### config.mk
export PLATFORM = sky130hd
export DESIGN_NAME = ysyx_22041071_wb_arbiter
export DESIGN_NICKNAME = d
export VERILOG_FILES = /design/src/rtl/ysyx_22041071_wb_arbiter_pkg.sv /design/src/rtl/ysyx_22041071_wb_grant.sv /design/src/rtl/ysyx_22041071_wb_arbiter.sv
export SDC_FILE = /design/constraint.sdc
export NUM_CORES = 1
export LEC_CHECK = 0
export ABC_AREA = 0
export BUFFER_PORTS_ARGS = -buffer_cell sky130_fd_sc_hd__buf_2
export CAP_MARGIN = 20
export CORE_AREA = 10 10 212 214
export CTS_CLUSTER_SIZE = 14
export DETAILED_ROUTE_END_ITERATION = 7
export DIE_AREA = 0 0 222 224
export GPL_ROUTABILITY_DRIVEN = 0
export REMOVE_ABC_BUFFERS = 1
export SYNTH_ARGS = -nofsm -noshare
export SYNTH_HDL_FRONTEND = slang
export SYNTH_SLANG_ARGS = --single-unit
### constraint.sdc
create_clock -name clk -period 4.02 [get_ports clk]
set_clock_uncertainty 0.1 [all_clocks]
set_input_delay 0.804 -clock clk [delete_from_list [all_inputs] [get_ports clk]]
set_output_delay 0.804 -clock clk [all_outputs]
set_load 0.01 [all_outputs]
### src/rtl/ysyx_22041071_wb_arbiter_pkg.sv
// Shared widths, commit-source encoding and small helpers for the
// writeback arbiter that shares the register-file write port.
package ysyx_22041071_wb_arbiter_pkg;

  localparam int ysyx_22041071_ADDR_BUS = 64;
  localparam int ysyx_22041071_INS_BUS  = 32;
  localparam int ysyx_22041071_DATA_BUS = 64;
  localparam int ysyx_22041071_REG_W    = 5;

  typedef enum logic {
    SRC_PIPE = 1'b0,
    SRC_MDU  = 1'b1
  } commit_src_e;

  // x0 is hardwired to zero, so a write to it must never reach the register file.
  function automatic logic rf_write_en(input logic wen, input logic [ysyx_22041071_REG_W-1:0] rd);
    return wen && (rd != '0);
  endfunction

endpackage

### src/rtl/ysyx_22041071_wb_grant.sv
// Combinational grant/ready logic with a starvation counter that forces
// the pipeline stream (A) through after STARVE_LIMIT consecutive MDU wins.
module ysyx_22041071_wb_grant #(
  parameter int STARVE_LIMIT = 4
) (
  input  logic clk,
  input  logic i_reset,
  input  logic i_valid_a,
  input  logic i_valid_b,
  output logic o_ready_a,
  output logic o_ready_b,
  output logic o_grant_a,
  output logic o_grant_b
);

  localparam int CNT_W = $clog2(STARVE_LIMIT + 1);

  logic [CNT_W-1:0] r_starve_cnt;
  logic             w_force_a;
  logic             w_ready_a;
  logic             w_ready_b;
  logic             w_grant_a;
  logic             w_grant_b;

  assign w_force_a = (r_starve_cnt == CNT_W'(STARVE_LIMIT));

  // Readies are masked during reset so nothing is accepted that cannot commit.
  assign w_ready_b = ~i_reset & (~w_force_a | ~i_valid_a);
  assign w_ready_a = ~i_reset & (~i_valid_b | w_force_a);
  assign w_grant_b = i_valid_b & w_ready_b;
  assign w_grant_a = i_valid_a & w_ready_a;

  assign o_ready_a = w_ready_a;
  assign o_ready_b = w_ready_b;
  assign o_grant_a = w_grant_a;
  assign o_grant_b = w_grant_b;

  always_ff @(posedge clk) begin
    if (i_reset) begin
      r_starve_cnt <= '0;
    end else if (~i_valid_a | w_grant_a) begin
      r_starve_cnt <= '0;
    end else if (w_grant_b && !w_force_a) begin
      r_starve_cnt <= r_starve_cnt + CNT_W'(1);
    end
  end

endmodule

### src/rtl/ysyx_22041071_wb_arbiter.sv
// Arbitrates the single register-file write port between the pipeline WB
// stream (A) and the MDU (B); registers the winner and counts retirements.
module ysyx_22041071_wb_arbiter
  import ysyx_22041071_wb_arbiter_pkg::*;
#(
  parameter int ADDR_W       = ysyx_22041071_ADDR_BUS,
  parameter int DATA_W       = ysyx_22041071_DATA_BUS,
  parameter int INS_W        = ysyx_22041071_INS_BUS,
  parameter int STARVE_LIMIT = 4
) (
  input  logic              clk,
  input  logic              reset,
  input  logic              valid_a,
  output logic              ready_a,
  input  logic [ADDR_W-1:0] pc_a,
  input  logic [INS_W-1:0]  ins_a,
  input  logic              wen_a,
  input  logic [4:0]        rd_a,
  input  logic [DATA_W-1:0] data_a,
  input  logic              valid_b,
  output logic              ready_b,
  input  logic [ADDR_W-1:0] pc_b,
  input  logic [INS_W-1:0]  ins_b,
  input  logic              wen_b,
  input  logic [4:0]        rd_b,
  input  logic [DATA_W-1:0] data_b,
  output logic              reg_w_en,
  output logic [4:0]        rdest,
  output logic [DATA_W-1:0] WB_data,
  output logic              commit_valid,
  output logic [ADDR_W-1:0] commit_pc,
  output logic [INS_W-1:0]  commit_ins,
  output logic              commit_src,
  output logic [63:0]       instret
);

  logic              w_grant_a;
  logic              w_grant_b;
  logic              w_grant;
  logic [ADDR_W-1:0] w_pc;
  logic [INS_W-1:0]  w_ins;
  logic              w_wen;
  logic [4:0]        w_rd;
  logic [DATA_W-1:0] w_data;
  commit_src_e       w_src;

  logic              r_reg_w_en;
  logic [4:0]        r_rdest;
  logic [DATA_W-1:0] r_wb_data;
  logic              r_commit_valid;
  logic [ADDR_W-1:0] r_commit_pc;
  logic [INS_W-1:0]  r_commit_ins;
  commit_src_e       r_commit_src;
  logic [63:0]       r_instret;

  ysyx_22041071_wb_grant #(
    .STARVE_LIMIT(STARVE_LIMIT)
  ) u_grant (
    .clk      (clk),
    .i_reset  (reset),
    .i_valid_a(valid_a),
    .i_valid_b(valid_b),
    .o_ready_a(ready_a),
    .o_ready_b(ready_b),
    .o_grant_a(w_grant_a),
    .o_grant_b(w_grant_b)
  );

  assign w_grant = w_grant_a | w_grant_b;

  always_comb begin
    w_src  = SRC_PIPE;
    w_pc   = pc_a;
    w_ins  = ins_a;
    w_wen  = wen_a;
    w_rd   = rd_a;
    w_data = data_a;
    if (w_grant_b) begin
      w_src  = SRC_MDU;
      w_pc   = pc_b;
      w_ins  = ins_b;
      w_wen  = wen_b;
      w_rd   = rd_b;
      w_data = data_b;
    end
  end

  // Payload registers hold across idle cycles; only the strobes drop.
  always_ff @(posedge clk) begin
    if (reset) begin
      r_reg_w_en     <= 1'b0;
      r_rdest        <= '0;
      r_wb_data      <= '0;
      r_commit_valid <= 1'b0;
      r_commit_pc    <= '0;
      r_commit_ins   <= '0;
      r_commit_src   <= SRC_PIPE;
      r_instret      <= '0;
    end else begin
      r_commit_valid <= w_grant;
      r_reg_w_en     <= w_grant & rf_write_en(w_wen, w_rd);
      if (w_grant) begin
        r_rdest      <= w_rd;
        r_wb_data    <= w_data;
        r_commit_pc  <= w_pc;
        r_commit_ins <= w_ins;
        r_commit_src <= w_src;
        r_instret    <= r_instret + 64'd1;
      end
    end
  end

  assign reg_w_en     = r_reg_w_en;
  assign rdest        = r_rdest;
  assign WB_data      = r_wb_data;
  assign commit_valid = r_commit_valid;
  assign commit_pc    = r_commit_pc;
  assign commit_ins   = r_commit_ins;
  assign commit_src   = r_commit_src;
  assign instret      = r_instret;

endmodule
==> results.sh <==
export IMPL_p_int_mw=4.34
export IMPL_syn_to_final_growth_pct=43.0
export IMPL_cp_slowest_stage_delay_ns=0.79
export IMPL_synth_top_family_by_area="simple AND/OR/NAND/NOR gates"
export IMPL_cts_root_buf="clkbuf_16"
export IMPL_start_kind="flip-flop"
export IMPL_sw_frac_of_total_pct=25.1
export IMPL_slew_violations=0
export IMPL_rsz0062_at_grt="no"
export IMPL_die_w_um=222
export IMPL_core_sq_um=40600
export IMPL_slew_headroom_pct=30.2
export IMPL_synth_seq_area_share_pct=46.8
export IMPL_drc=0
export IMPL_fin_nets=2015
export IMPL_grt_pass1_vias=10500
export IMPL_ys_warn_count=0
export IMPL_yosys_area_share_simple_pct=17.9
export IMPL_synth_top_cell_by_area="dfxtp_1"
export IMPL_fp_dieH_um=224
export IMPL_post_drt_via_cell_ratio=4.68
export IMPL_finalSetupViolations=0
export IMPL_dp_hpwl_um=36100
export IMPL_synthTopCellsByArea="dfxtp_1 47%, mux2i_1 17%, o21ai_0 9.1%, nand2_1 7.4%, nand4_1 2.3%"
export IMPL_max_cap_viol_count=0
export IMPL_async_reset_ff_share_pct=0
export IMPL_rows=74
export IMPL_crit_path_frequent_cell="nand4_1"
export IMPL_synth_area_per_cell_sq_um=8.88
export IMPL_p_total_mw=5.80
export IMPL_synth_most_common_cell="dfxtp_1"
export IMPL_leakage_nw=7.12
export IMPL_criticalPathCategory="flip-flop to flip-flop"
export IMPL_clock_tree_buffer_depth=3
export IMPL_syn_inst=1133
export IMPL_critPathCaptureType="flip-flop"
export IMPL_status="complete, no violations"
export IMPL_avgRoutedWirePerCell_um=20.0
export IMPL_fin_crit_sh_pct=69.0
export IMPL_htreeDepth=1
export IMPL_cts_setup_buffers=0
export IMPL_cp_top_family="simple AND/OR/NAND/NOR gates"
export IMPL_start_util_pct=24.8
export IMPL_clock_latency_ns=0.55
export IMPL_worst_path_buf_inv=0
export IMPL_dp_cells=2178
export IMPL_worst_slew_pin_slew_ns=1.05
export IMPL_setup_tns_ns=0
export IMPL_path_cells="nand4_1 -> nor4_2 -> nand4_1 -> or3_1 -> a21oi_1"
export IMPL_synth_fa_ha_area_share_pct=0.373
export IMPL_final_hold_violation_count=0
export IMPL_synth_cell_type_count=38
export IMPL_powerDensity_nw_per_um2=403
export IMPL_vias=10500
export IMPL_die_area_sq_um=49700
export IMPL_syn_area_sq_um=10100
export IMPL_peakVddDrop_mv=0.301
export IMPL_hp_class="flip-flop to flip-flop"
export IMPL_totalWireLength_um=44800
export IMPL_crit_fanout=8
export IMPL_synth_mux_area_share_pct=17.1
export IMPL_cts_buffers=28
export IMPL_synth_edff_count=0
export IMPL_period_needed_ns=2.78
export IMPL_pwr_share_comb_pct=12.5
export IMPL_required_ns=4.40
export IMPL_clkPwrFrac_pct=43.8
export IMPL_p_sw_mw=1.46
export IMPL_grt_max_degree=108
export IMPL_ant_nets=0
export IMPL_cts_hold_fix_buffers=0
export IMPL_dr_first_iter_drc_count=712
export IMPL_synth_compound_area_share_pct=12.5
export IMPL_synth_seq_cells=235
export IMPL_synth_ff_type="dfxtp_1"
export IMPL_slowest_stage="nor4_2"
export IMPL_arrival_ns=3.16
export IMPL_dr_pass1_iters=5
export IMPL_cts_tree="done"
export IMPL_cts_sink_count=235
export IMPL_grt_ovfl_total=0
export IMPL_clk_pin_slew_worst_paths_ns=0.06
export IMPL_instances_no_fill=2234
export IMPL_drive_gt1_share_pct=37.6
export IMPL_synth_xor_area_share_pct=2.35
export IMPL_track_usage_pct=16.8
export IMPL_seq_power_share_pct=43.7
export IMPL_portBuffers=569
export IMPL_ios=570
export IMPL_cts_resized=0
export IMPL_clock_fmax_ghz=0.360
export IMPL_yosysTopAreaCellShare_pct=46.8
export IMPL_synthTopCellsByCount="235 x dfxtp_1, 199 x nand2_1, 182 x o21ai_0"
export IMPL_grt_antenna_before_repair=26
export IMPL_grt_pass1_wl_um=65900
==> routing by layer <==
metal | part of all wire [%] | vias up | track usage, %
met4 | 1.8 | 4 | 5.07
met2 | 51 | 424 | 29.4
met1 | 40 | 4829 | 19.3
li1 | - | 5127 | -
met5 | 0.049 | - | 0
met3 | 7.7 | 79 | 4.87
==> state kept, by name, summed over array words and instances (netlist names) <==
register,cells
instret,64
rdest,5
commit_src,1
commit_ins,32
u_grant.r_starve_cnt,3
WB_data,64
commit_valid,1
commit_pc,64
reg_w_en,1
==> through the flow <==
stage / util [%] / worst slack [ns] / instance area [sq um] / hold WS, ns
global placement: 33.1 / 0.810 / 13400 / 0.330
finish: 35.5 / 1.24 / 14400 / 0.340
detailed placement: 33.1 / 0.854 / 13400 / 0.332
floorplan: - / -2.80 / 9790 / 0.367
global route: 35.5 / 1.02 / 14400 / 0.359
CTS: 35.4 / 1.22 / 14400 / 0.342
==> layout make-up <==
type,instances,area (sq um)
Antenna cell,7,17.5
Clock buffer,45,886
Clock inverter,4,45.0
Fill cell,4236,26200
Inverter,10,37.5
Multi-Input combinational cell,819,5060
Sequential cell,235,4700
Tap cell,532,666
Timing Repair Buffer,582,2970
==> power by group through the flow <==
stage | combinational, mW | clock, mW | sequential (mW)
floorplan | 0.293 | 0 | 2.64
global placement | 0.726 | 0 | 2.58
detailed placement | 0.735 | 0 | 2.58
CTS | 0.736 | 2.62 | 2.53
global route | 0.793 | 2.70 | 2.55
finish | 0.724 | 2.54 | 2.53
==> worst reg2reg max path: cells and delay by family (launching register included) <==
kind	cells	cell delay [ns]
compound gates	1	0.14
flops	1	0.43
simple gates	4	2.03
==> path summary, 6_finish.rpt <==
check | slack, ns | endpoint | depth (start not counted) | from
max reg2reg | 1.24 | instret[42] | 5 | instret[34]
min | 0.34 | commit_src | 2 | commit_src
min reg2reg | 0.34 | commit_src | 2 | commit_src
max | 1.24 | instret[42] | 5 | instret[34]
==> cell families after synthesis <==
logic type,after synthesis
AOI/OAI and AO/OA,236
xor gates and xnor gates,27
buffers and inverters,79
muxes,171
and+or+nand+nor,382
DFF,235
adders and majority gates,3
==> placed cells by master, fill, tap and decap left out, drive strengths merged, types with 6 or more instances in the layout <==
cell type / synthesis / final
buf: 25 / 582
dfxtp: 235 / 235
nand2: 199 / 199
o21ai: 182 / 182
mux2i: 168 / 168
clkbuf: 44 / 45
nor2: 42 / 42
nand4: 37 / 37
a21oi: 31 / 31
nand3: 28 / 28
xor2: 18 / 18
or3: 17 / 17
or4: 17 / 17
inv: 10 / 10
o31ai: 10 / 10
xnor2: 9 / 9
nor3: 9 / 9
diode: 0 / 7
and3: 7 / 7
nor4: 7 / 7
and4: 6 / 6
Power figures use the tool's default switching activity.
